`config.mk`:
```
export PLATFORM = sky130hd
export DESIGN_NAME = ysyx_25040129_mem_arbiter
export DESIGN_NICKNAME = d
export VERILOG_FILES = /design/src/rtl/ysyx_25040129_bus_pkg.sv /design/src/rtl/ysyx_25040129_arb_pick.sv /design/src/rtl/ysyx_25040129_mem_arbiter.sv
export SDC_FILE = /design/constraint.sdc
export NUM_CORES = 1
export LEC_CHECK = 0
export ABC_AREA = 0
export BUFFER_PORTS_ARGS = -buffer_cell sky130_fd_sc_hd__buf_4
export CORE_AREA = 5 5 184 186
export CTS_CLUSTER_DIAMETER = 80
export DETAILED_ROUTE_END_ITERATION = 6
export DIE_AREA = 0 0 189 191
export GPL_TIMING_DRIVEN = 0
export PLACE_DENSITY_LB_ADDON = 0.3
export SLEW_MARGIN = 30
export SYNTH_ARGS = -nofsm -noshare
export SYNTH_HDL_FRONTEND = slang
export SYNTH_SLANG_ARGS = --single-unit
```
`constraint.sdc`:
```
create_clock -name clk -period 2.57 [get_ports clk]
set_clock_uncertainty 0.2 [all_clocks]
set_input_delay 0.1285 -clock clk [delete_from_list [all_inputs] [get_ports clk]]
set_output_delay 0.1285 -clock clk [all_outputs]
set_load 0.005 [all_outputs]
```
`src/rtl/ysyx_25040129_bus_pkg.sv`:
```
// Shared bus constants for the IFU/LSU -> MMU arbiter.
//   ST_*            arbiter state encoding (legacy-compatible 2-bit codes)
//   AXI_SIZE_WORD   32-bit transfer size used for IFU fetches
//   AXI_BURST_INCR  burst type driven on every read (single beat)
//   AXI_LEN_SINGLE  arlen value for a single-beat burst
//   RESP_OKAY       response code idled onto response outputs that carry no beat
package ysyx_25040129_bus_pkg;

  localparam logic [1:0] ST_IDLE   = 2'd0;
  localparam logic [1:0] ST_RD_IFU = 2'd1;
  localparam logic [1:0] ST_RD_LSU = 2'd2;
  localparam logic [1:0] ST_WR_LSU = 2'd3;

  localparam logic [2:0] AXI_SIZE_WORD  = 3'b010;
  localparam logic [1:0] AXI_BURST_INCR = 2'b01;
  localparam logic [7:0] AXI_LEN_SINGLE = 8'd0;
  localparam logic [1:0] RESP_OKAY      = 2'b00;

endpackage

```
`src/rtl/ysyx_25040129_arb_pick.sv`:
```
// Combinational winner select for the MMU arbiter.
// The returned code is the state the arbiter moves to on a grant (ST_IDLE = no request).
// An LSU write (awvalid && wvalid together) always wins over both reads.
// Optional macro ARB_RR_EN: the two reads alternate through a last-grant
// register (reset value = LSU, so the IFU goes first); otherwise the LSU read
// beats the IFU read.
// Ports:
//   clk, rst   clock / synchronous active-high reset (ARB_RR_EN only)
//   en_i       a grant is taken this cycle (ARB_RR_EN only)
//   ifu_rd_i   IFU read request
//   lsu_rd_i   LSU read request
//   lsu_wr_i   LSU write request (address and data both valid)
//   pick_o     winning grant state
module ysyx_25040129_arb_pick
  import ysyx_25040129_bus_pkg::*;
(
`ifdef ARB_RR_EN
  input  logic       clk,
  input  logic       rst,
  input  logic       en_i,
`endif
  input  logic       ifu_rd_i,
  input  logic       lsu_rd_i,
  input  logic       lsu_wr_i,
  output logic [1:0] pick_o
);

  logic lsu_first;

`ifdef ARB_RR_EN
  logic last_lsu_q, last_lsu_d;

  always_comb begin
    last_lsu_d = last_lsu_q;
    // Only read grants move the round-robin pointer.
    if (en_i && !lsu_wr_i && (pick_o != ST_IDLE))
      last_lsu_d = (pick_o == ST_RD_LSU);
  end

  always_ff @(posedge clk) begin
    if (rst) last_lsu_q <= 1'b1;
    else     last_lsu_q <= last_lsu_d;
  end

  // The LSU yields only when the IFU also wants the bus and the LSU went last.
  assign lsu_first = !(ifu_rd_i && last_lsu_q);
`else
  assign lsu_first = 1'b1;
`endif

  always_comb begin
    pick_o = ST_IDLE;
    if (lsu_wr_i)                   pick_o = ST_WR_LSU;
    else if (lsu_rd_i && lsu_first) pick_o = ST_RD_LSU;
    else if (ifu_rd_i)              pick_o = ST_RD_IFU;
  end

endmodule

```
`src/rtl/ysyx_25040129_mem_arbiter.sv`:
```
// 2:1 arbiter in front of the MMU: merges IFU reads and LSU reads/writes onto
// the MMU's single in_* port. One outstanding single-beat transaction at a time.
// The granted payload (addr, size, wdata, wstrb, satp) is registered at grant and
// held until the response completes, because the MMU re-reads the address
// throughout its page walk.
// Optional macro ARB_RR_EN: round-robin between the two reads (see arb_pick).
// Ports:
//   clk, rst          clock / synchronous active-high reset
//   satp              satp CSR, latched at grant
//   ifu_ar*/ifu_r*    IFU read request / response
//   lsu_ar*/lsu_r*    LSU read request / response
//   lsu_aw*/lsu_w*    LSU write address / data (accepted together)
//   lsu_b*            LSU write response
//   mmu_*             single upstream port into the MMU
module ysyx_25040129_mem_arbiter
  import ysyx_25040129_bus_pkg::*;
#(
  parameter int unsigned ADDR_W = 32,
  parameter int unsigned DATA_W = 32
) (
  input  logic                  clk,
  input  logic                  rst,
  input  logic [31:0]           satp,
  input  logic [ADDR_W-1:0]     ifu_araddr,
  input  logic                  ifu_arvalid,
  output logic                  ifu_arready,
  output logic [DATA_W-1:0]     ifu_rdata,
  output logic [1:0]            ifu_rresp,
  output logic                  ifu_rvalid,
  input  logic                  ifu_rready,
  input  logic [ADDR_W-1:0]     lsu_araddr,
  input  logic [2:0]            lsu_arsize,
  input  logic                  lsu_arvalid,
  output logic                  lsu_arready,
  output logic [DATA_W-1:0]     lsu_rdata,
  output logic [1:0]            lsu_rresp,
  output logic                  lsu_rvalid,
  input  logic                  lsu_rready,
  input  logic [ADDR_W-1:0]     lsu_awaddr,
  input  logic                  lsu_awvalid,
  input  logic [DATA_W-1:0]     lsu_wdata,
  input  logic [DATA_W/8-1:0]   lsu_wstrb,
  input  logic                  lsu_wvalid,
  output logic                  lsu_awready,
  output logic                  lsu_wready,
  output logic [1:0]            lsu_bresp,
  output logic                  lsu_bvalid,
  input  logic                  lsu_bready,
  output logic [ADDR_W-1:0]     mmu_araddr,
  output logic [2:0]            mmu_arsize,
  output logic [7:0]            mmu_arlen,
  output logic [1:0]            mmu_arburst,
  output logic [31:0]           mmu_arsatp,
  output logic                  mmu_arvalid,
  input  logic                  mmu_arready,
  input  logic [DATA_W-1:0]     mmu_rdata,
  input  logic [1:0]            mmu_rresp,
  input  logic                  mmu_rvalid,
  input  logic                  mmu_rlast,
  output logic                  mmu_rready,
  output logic [ADDR_W-1:0]     mmu_awaddr,
  output logic [31:0]           mmu_awsatp,
  output logic                  mmu_awvalid,
  input  logic                  mmu_awready,
  output logic [DATA_W-1:0]     mmu_wdata,
  output logic [DATA_W/8-1:0]   mmu_wstrb,
  output logic                  mmu_wvalid,
  input  logic                  mmu_wready,
  input  logic [1:0]            mmu_bresp,
  input  logic                  mmu_bvalid,
  output logic                  mmu_bready
);

  logic [1:0]          state_q, state_d;
  logic [ADDR_W-1:0]   addr_q, addr_d;
  logic [2:0]          size_q, size_d;
  logic [DATA_W-1:0]   wdata_q, wdata_d;
  logic [DATA_W/8-1:0] wstrb_q, wstrb_d;
  logic [31:0]         satp_q, satp_d;
  logic                ar_sent_q, ar_sent_d;
  logic                aw_sent_q, aw_sent_d;
  logic                w_sent_q, w_sent_d;

  logic       grant_en, wr_req, rd_ifu, rd_lsu, wr;
  logic [1:0] pick, grant;

  assign wr_req   = lsu_awvalid && lsu_wvalid;
  // No grant is taken while reset is held.
  assign grant_en = (state_q == ST_IDLE) && !rst;
  assign grant    = grant_en ? pick : ST_IDLE;

  ysyx_25040129_arb_pick u_pick (
`ifdef ARB_RR_EN
    .clk      (clk),
    .rst      (rst),
    .en_i     (grant_en),
`endif
    .ifu_rd_i (ifu_arvalid),
    .lsu_rd_i (lsu_arvalid),
    .lsu_wr_i (wr_req),
    .pick_o   (pick)
  );

  assign rd_ifu = (state_q == ST_RD_IFU);
  assign rd_lsu = (state_q == ST_RD_LSU);
  assign wr     = (state_q == ST_WR_LSU);

  assign ifu_arready = (grant == ST_RD_IFU);
  assign lsu_arready = (grant == ST_RD_LSU);
  assign lsu_awready = (grant == ST_WR_LSU);
  assign lsu_wready  = (grant == ST_WR_LSU);

  assign mmu_araddr  = addr_q;
  assign mmu_arsize  = size_q;
  assign mmu_arlen   = AXI_LEN_SINGLE;
  assign mmu_arburst = AXI_BURST_INCR;
  assign mmu_arsatp  = satp_q;
  assign mmu_arvalid = (rd_ifu || rd_lsu) && !ar_sent_q;
  assign mmu_rready  = (rd_ifu && ifu_rready) || (rd_lsu && lsu_rready);

  assign ifu_rdata  = mmu_rdata;
  assign ifu_rresp  = rd_ifu ? mmu_rresp : RESP_OKAY;
  assign ifu_rvalid = rd_ifu && mmu_rvalid;
  assign lsu_rdata  = mmu_rdata;
  assign lsu_rresp  = rd_lsu ? mmu_rresp : RESP_OKAY;
  assign lsu_rvalid = rd_lsu && mmu_rvalid;

  assign mmu_awaddr  = addr_q;
  assign mmu_awsatp  = satp_q;
  assign mmu_awvalid = wr && !aw_sent_q;
  assign mmu_wdata   = wdata_q;
  assign mmu_wstrb   = wstrb_q;
  assign mmu_wvalid  = wr && !w_sent_q;
  assign mmu_bready  = wr && lsu_bready;
  assign lsu_bvalid  = wr && mmu_bvalid;
  assign lsu_bresp   = wr ? mmu_bresp : RESP_OKAY;

  always_comb begin
    state_d   = state_q;
    addr_d    = addr_q;
    size_d    = size_q;
    wdata_d   = wdata_q;
    wstrb_d   = wstrb_q;
    satp_d    = satp_q;
    ar_sent_d = ar_sent_q;
    aw_sent_d = aw_sent_q;
    w_sent_d  = w_sent_q;
    case (state_q)
      ST_IDLE: begin
        if (grant != ST_IDLE) begin
          state_d   = grant;
          satp_d    = satp;
          ar_sent_d = 1'b0;
          aw_sent_d = 1'b0;
          w_sent_d  = 1'b0;
          case (grant)
            ST_WR_LSU: begin
              addr_d  = lsu_awaddr;
              size_d  = AXI_SIZE_WORD;
              wdata_d = lsu_wdata;
              wstrb_d = lsu_wstrb;
            end
            ST_RD_LSU: begin
              addr_d = lsu_araddr;
              size_d = lsu_arsize;
            end
            default: begin
              addr_d = ifu_araddr;
              size_d = AXI_SIZE_WORD;
            end
          endcase
        end
      end
      ST_RD_IFU, ST_RD_LSU: begin
        if (mmu_arvalid && mmu_arready) ar_sent_d = 1'b1;
        // The response may land in the same cycle as the address handshake.
        if (mmu_rvalid && mmu_rready && mmu_rlast) state_d = ST_IDLE;
      end
      default: begin
        if (mmu_awvalid && mmu_awready) aw_sent_d = 1'b1;
        if (mmu_wvalid && mmu_wready)   w_sent_d  = 1'b1;
        if (mmu_bvalid && mmu_bready)   state_d   = ST_IDLE;
      end
    endcase
  end

  always_ff @(posedge clk) begin
    if (rst) begin
      state_q   <= ST_IDLE;
      addr_q    <= '0;
      size_q    <= '0;
      wdata_q   <= '0;
      wstrb_q   <= '0;
      satp_q    <= '0;
      ar_sent_q <= 1'b0;
      aw_sent_q <= 1'b0;
      w_sent_q  <= 1'b0;
    end else begin
      state_q   <= state_d;
      addr_q    <= addr_d;
      size_q    <= size_d;
      wdata_q   <= wdata_d;
      wstrb_q   <= wstrb_d;
      satp_q    <= satp_d;
      ar_sent_q <= ar_sent_d;
      aw_sent_q <= aw_sent_d;
      w_sent_q  <= w_sent_d;
    end
  end

endmodule

```
==> results.py <==
metrics = {
    "drt": {
        "ant_nets": 0,
        "wire_per_inst_um": 16.2,
        "wl_um": 28600,
        "drt_iter0_markers": 185,
        "drcViolationCount": 0,
        "vias": 7105,
        "post_drt_via_cell_ratio": 4.03,
        "dr.pass1.iters": 4,
    },
    "setup_path": {
        "r2r_setup_slack_ns": 0.22,
        "r2r-end": "mmu_araddr[2]",
        "worst-setup-path-type": "reg2out",
        "critical_path_required_ns": 2.24,
        "worstSetupEndpoint": "ifu_arready",
        "r2r_cells": 8,
        "startpoint": "state_q[0]",
        "cp_max_fo": 10,
        "arrival_ns": 2.10,
        "rr_startpoint": "state_q[0]",
        "cp-start-kind": "flop",
        "cp-end-kind": "output port",
    },
    "global_routing": {
        "antenna_found_initial": 2,
        "use_met3_pct": 3.71,
        "grt_pass1_vias": 7334,
        "gr-max-usage-layer": "met2",
        "grt_max_degree": 21,
        "grt.overflow.total": 0,
        "grt_util_met1_pct": 17.7,
        "grt.total_usage_pct": 14.8,
        "grt_first_pass_wirelength_um": 42200,
        "use_met2_pct": 26.8,
    },
    "synthesis": {
        "syn_inst": 726,
        "synthArstFlopShare_pct": 0,
        "synth.largest_area_cell": "dfxtp_1",
        "synthDistinctLibCells": 39,
        "yosys_warnings": 0,
        "synthDominantCellAreaShare_pct": 37.9,
        "synth_edf_count": 0,
        "ys_top_cells_by_area": "dfxtp_1 (38%), buf_4 (19%), nand2_1 (9.3%)",
        "synth_seq_cells": 108,
        "syn_area_per_cell_sq_um": 7.86,
        "ys_seq_area_share_pct": 37.9,
        "yosys_most_used_dff": "dfxtp_1",
        "synthesis.area_sq_um": 5700,
    },
    "pwr": {
        "powerDensity_nw_per_um2": 538,
        "irDropWorstVdd_uv": 350,
        "p_leak_uw": 0.00544,
    },
    "sta": {
        "grt_setup_unrepaired": "false",
        "fin_crit_sh_pct": 94.3,
        "max_freq_mhz": 413,
        "finalHoldViolCount": 0,
        "finalSetupTns_ns": 0,
        "drv_slew": 0,
        "slew_headroom_pct": 46.6,
        "setup_viol": 0,
        "whs_ns": 0.00379,
        "fin_crit_ns": 2.42,
        "tightest_slew_ns": 0.801,
    },
    "layout": {
        "final-instance-count-excl-fill": 1761,
        "syn2layout_area_growth_pct": 102,
        "layout_common_cells": "buf_4 (574), dlygate4sd3_1 (170), nand2_1 (142)",
        "register_area_sq_um": 2160,
        "layout_commonest_cell": "buf_4",
        "fillers": 3357,
        "multi_input_area_sq_um": 2260,
        "drive_above_1_share_pct": 45.7,
        "finalNetCount": 1568,
        "final_util_pct": 35.9,
    },
    "clock_tree": {
        "cts_buffers": 9,
        "htree_num_levels": 3,
        "clockRootBuffer": "clkbuf_16",
        "clock_path_buffers": 2,
        "cts.clk_slew.worst_paths_ns": 0.08,
        "insertion_delay_ns": 0.36,
        "post_cts_buffers": 0,
        "cts_sinks": 108,
        "cts_tree": "yes",
    },
    "placed_design": {
        "gp_congestion": 0.796,
        "portBuffers": 432,
        "dp.final_hpwl_um": 22000,
        "placed_cells": 1574,
    },
    "die": {
        "num_rows": 66,
        "dieArea_sq_um": 36100,
        "dieWidth_um": 189,
        "core-area_sq_um": 32100,
        "start_util_pct": 17.8,
        "io_pins": 477,
        "dieHeight_um": 191,
    },
    "min_path": {
        "hp-class": "in2reg",
    },
    "run": {
        "maxCapViolations": 0,
    },
    "run_status": {
        "status": "complete, no violations",
    },
}
[cell families (layout without fill, tap and decap cells)]
family	count (synthesis)	after routing	synth area share, %
compound gates	213	213	22.4
simple gates	200	200	15.1
buf+inv	197	814	23.3
flops	108	108	37.9
fa+ha+maj	4	4	0.878
other cells	2	12	0.132
mux	2	2	0.351
[routing by layer]
layer  routed length [um]  vias up
met5                    0        -
met4                  382        0
met3                 1810       19
met2                14800      259
met1                11600     3297
li1                     -     3530
[state kept, by name, summed over array words and instances, names as in the netlist]
signal / flops
ar_sent_q: 1
aw_sent_q: 1
mmu_araddr: 32
mmu_arsatp: 32
mmu_arsize: 3
mmu_wdata: 32
mmu_wstrb: 4
state_q: 2
w_sent_q: 1
[per-stage QoR]
step | area (sq um) | total power (uW) | worst slack, ns
final | 11500 | 6190 | 0.146
after detailed placement | 9490 | 4530 | 0.149
after global placement | 9490 | 4500 | 0.165
after global routing | 11500 | 6590 | 0.0162
after floorplan | 5730 | 3210 | 0.585
after CTS | 11500 | 6290 | 0.0592
[worst min path at each step]
stage                             start       endpoint  depth (start not counted)
final                     lsu_awaddr[1]  mmu_araddr[1]                          4
after global routing      lsu_awaddr[0]  mmu_araddr[0]                          4
after CTS                 lsu_awaddr[1]  mmu_araddr[1]                          4
after detailed placement   lsu_wstrb[0]   mmu_wstrb[0]                          3
after global placement    lsu_wdata[18]  mmu_wdata[18]                          3
after floorplan            lsu_wdata[0]   mmu_wdata[0]                          2
[worst max-delay path: stages (launching register included)]
cell,delay [ns]
dfxtp_1,0.33
inv_1,0.11
ha_2,0.25
nor2b_2,0.17
buf_6,0.18
and4b_1,0.20
buf_4,0.18
buf_6,0.17
buf_4,0.12
[final cells by class]
| class | instances | area share [%] |
|---|---|---|
| tap | 408 | 4.43 |
| clock inverter | 6 | 0.532 |
| inverter | 6 | 0.217 |
| timing repair buffer | 602 | 42.9 |
| multi-input combinational | 429 | 19.6 |
| clock buffer | 10 | 2.07 |
| antenna | 2 | 0.0435 |
| sequential | 108 | 18.8 |
| buffer | 190 | 11.4 |
[what timing repair did]
item                                   4_1_cts  5_1_grt
endpoints found under the hold margin      106        0
gates resized for setup                      5        2
hold buffers                               170        0
pin swaps                                    0        0
setup endpoints to repair                    3        3
[cell usage after synthesis, types with 2 or more instances]
library cell  instances
a21o_1               32
a21oi_1             103
a22oi_1              32
and2_1               11
buf_2                16
buf_4               143
buf_6                 4
clkbuf_1             28
conb_1                2
dfxtp_1             108
ha_1                  4
inv_1                 5
mux2i_1               2
nand2_1             142
nand3_1              33
nand4_1               2
nor2_1                2
nor2b_1               4
o21ai_0              33
[report_power, final]
group	switching, uW	internal [uW]	total [uW]
clock	702	784	1490
combinational	1140	1500	2640
sequential	177	1890	2060
total	2020	4170	6190
(Power assumes the default switching activity.)
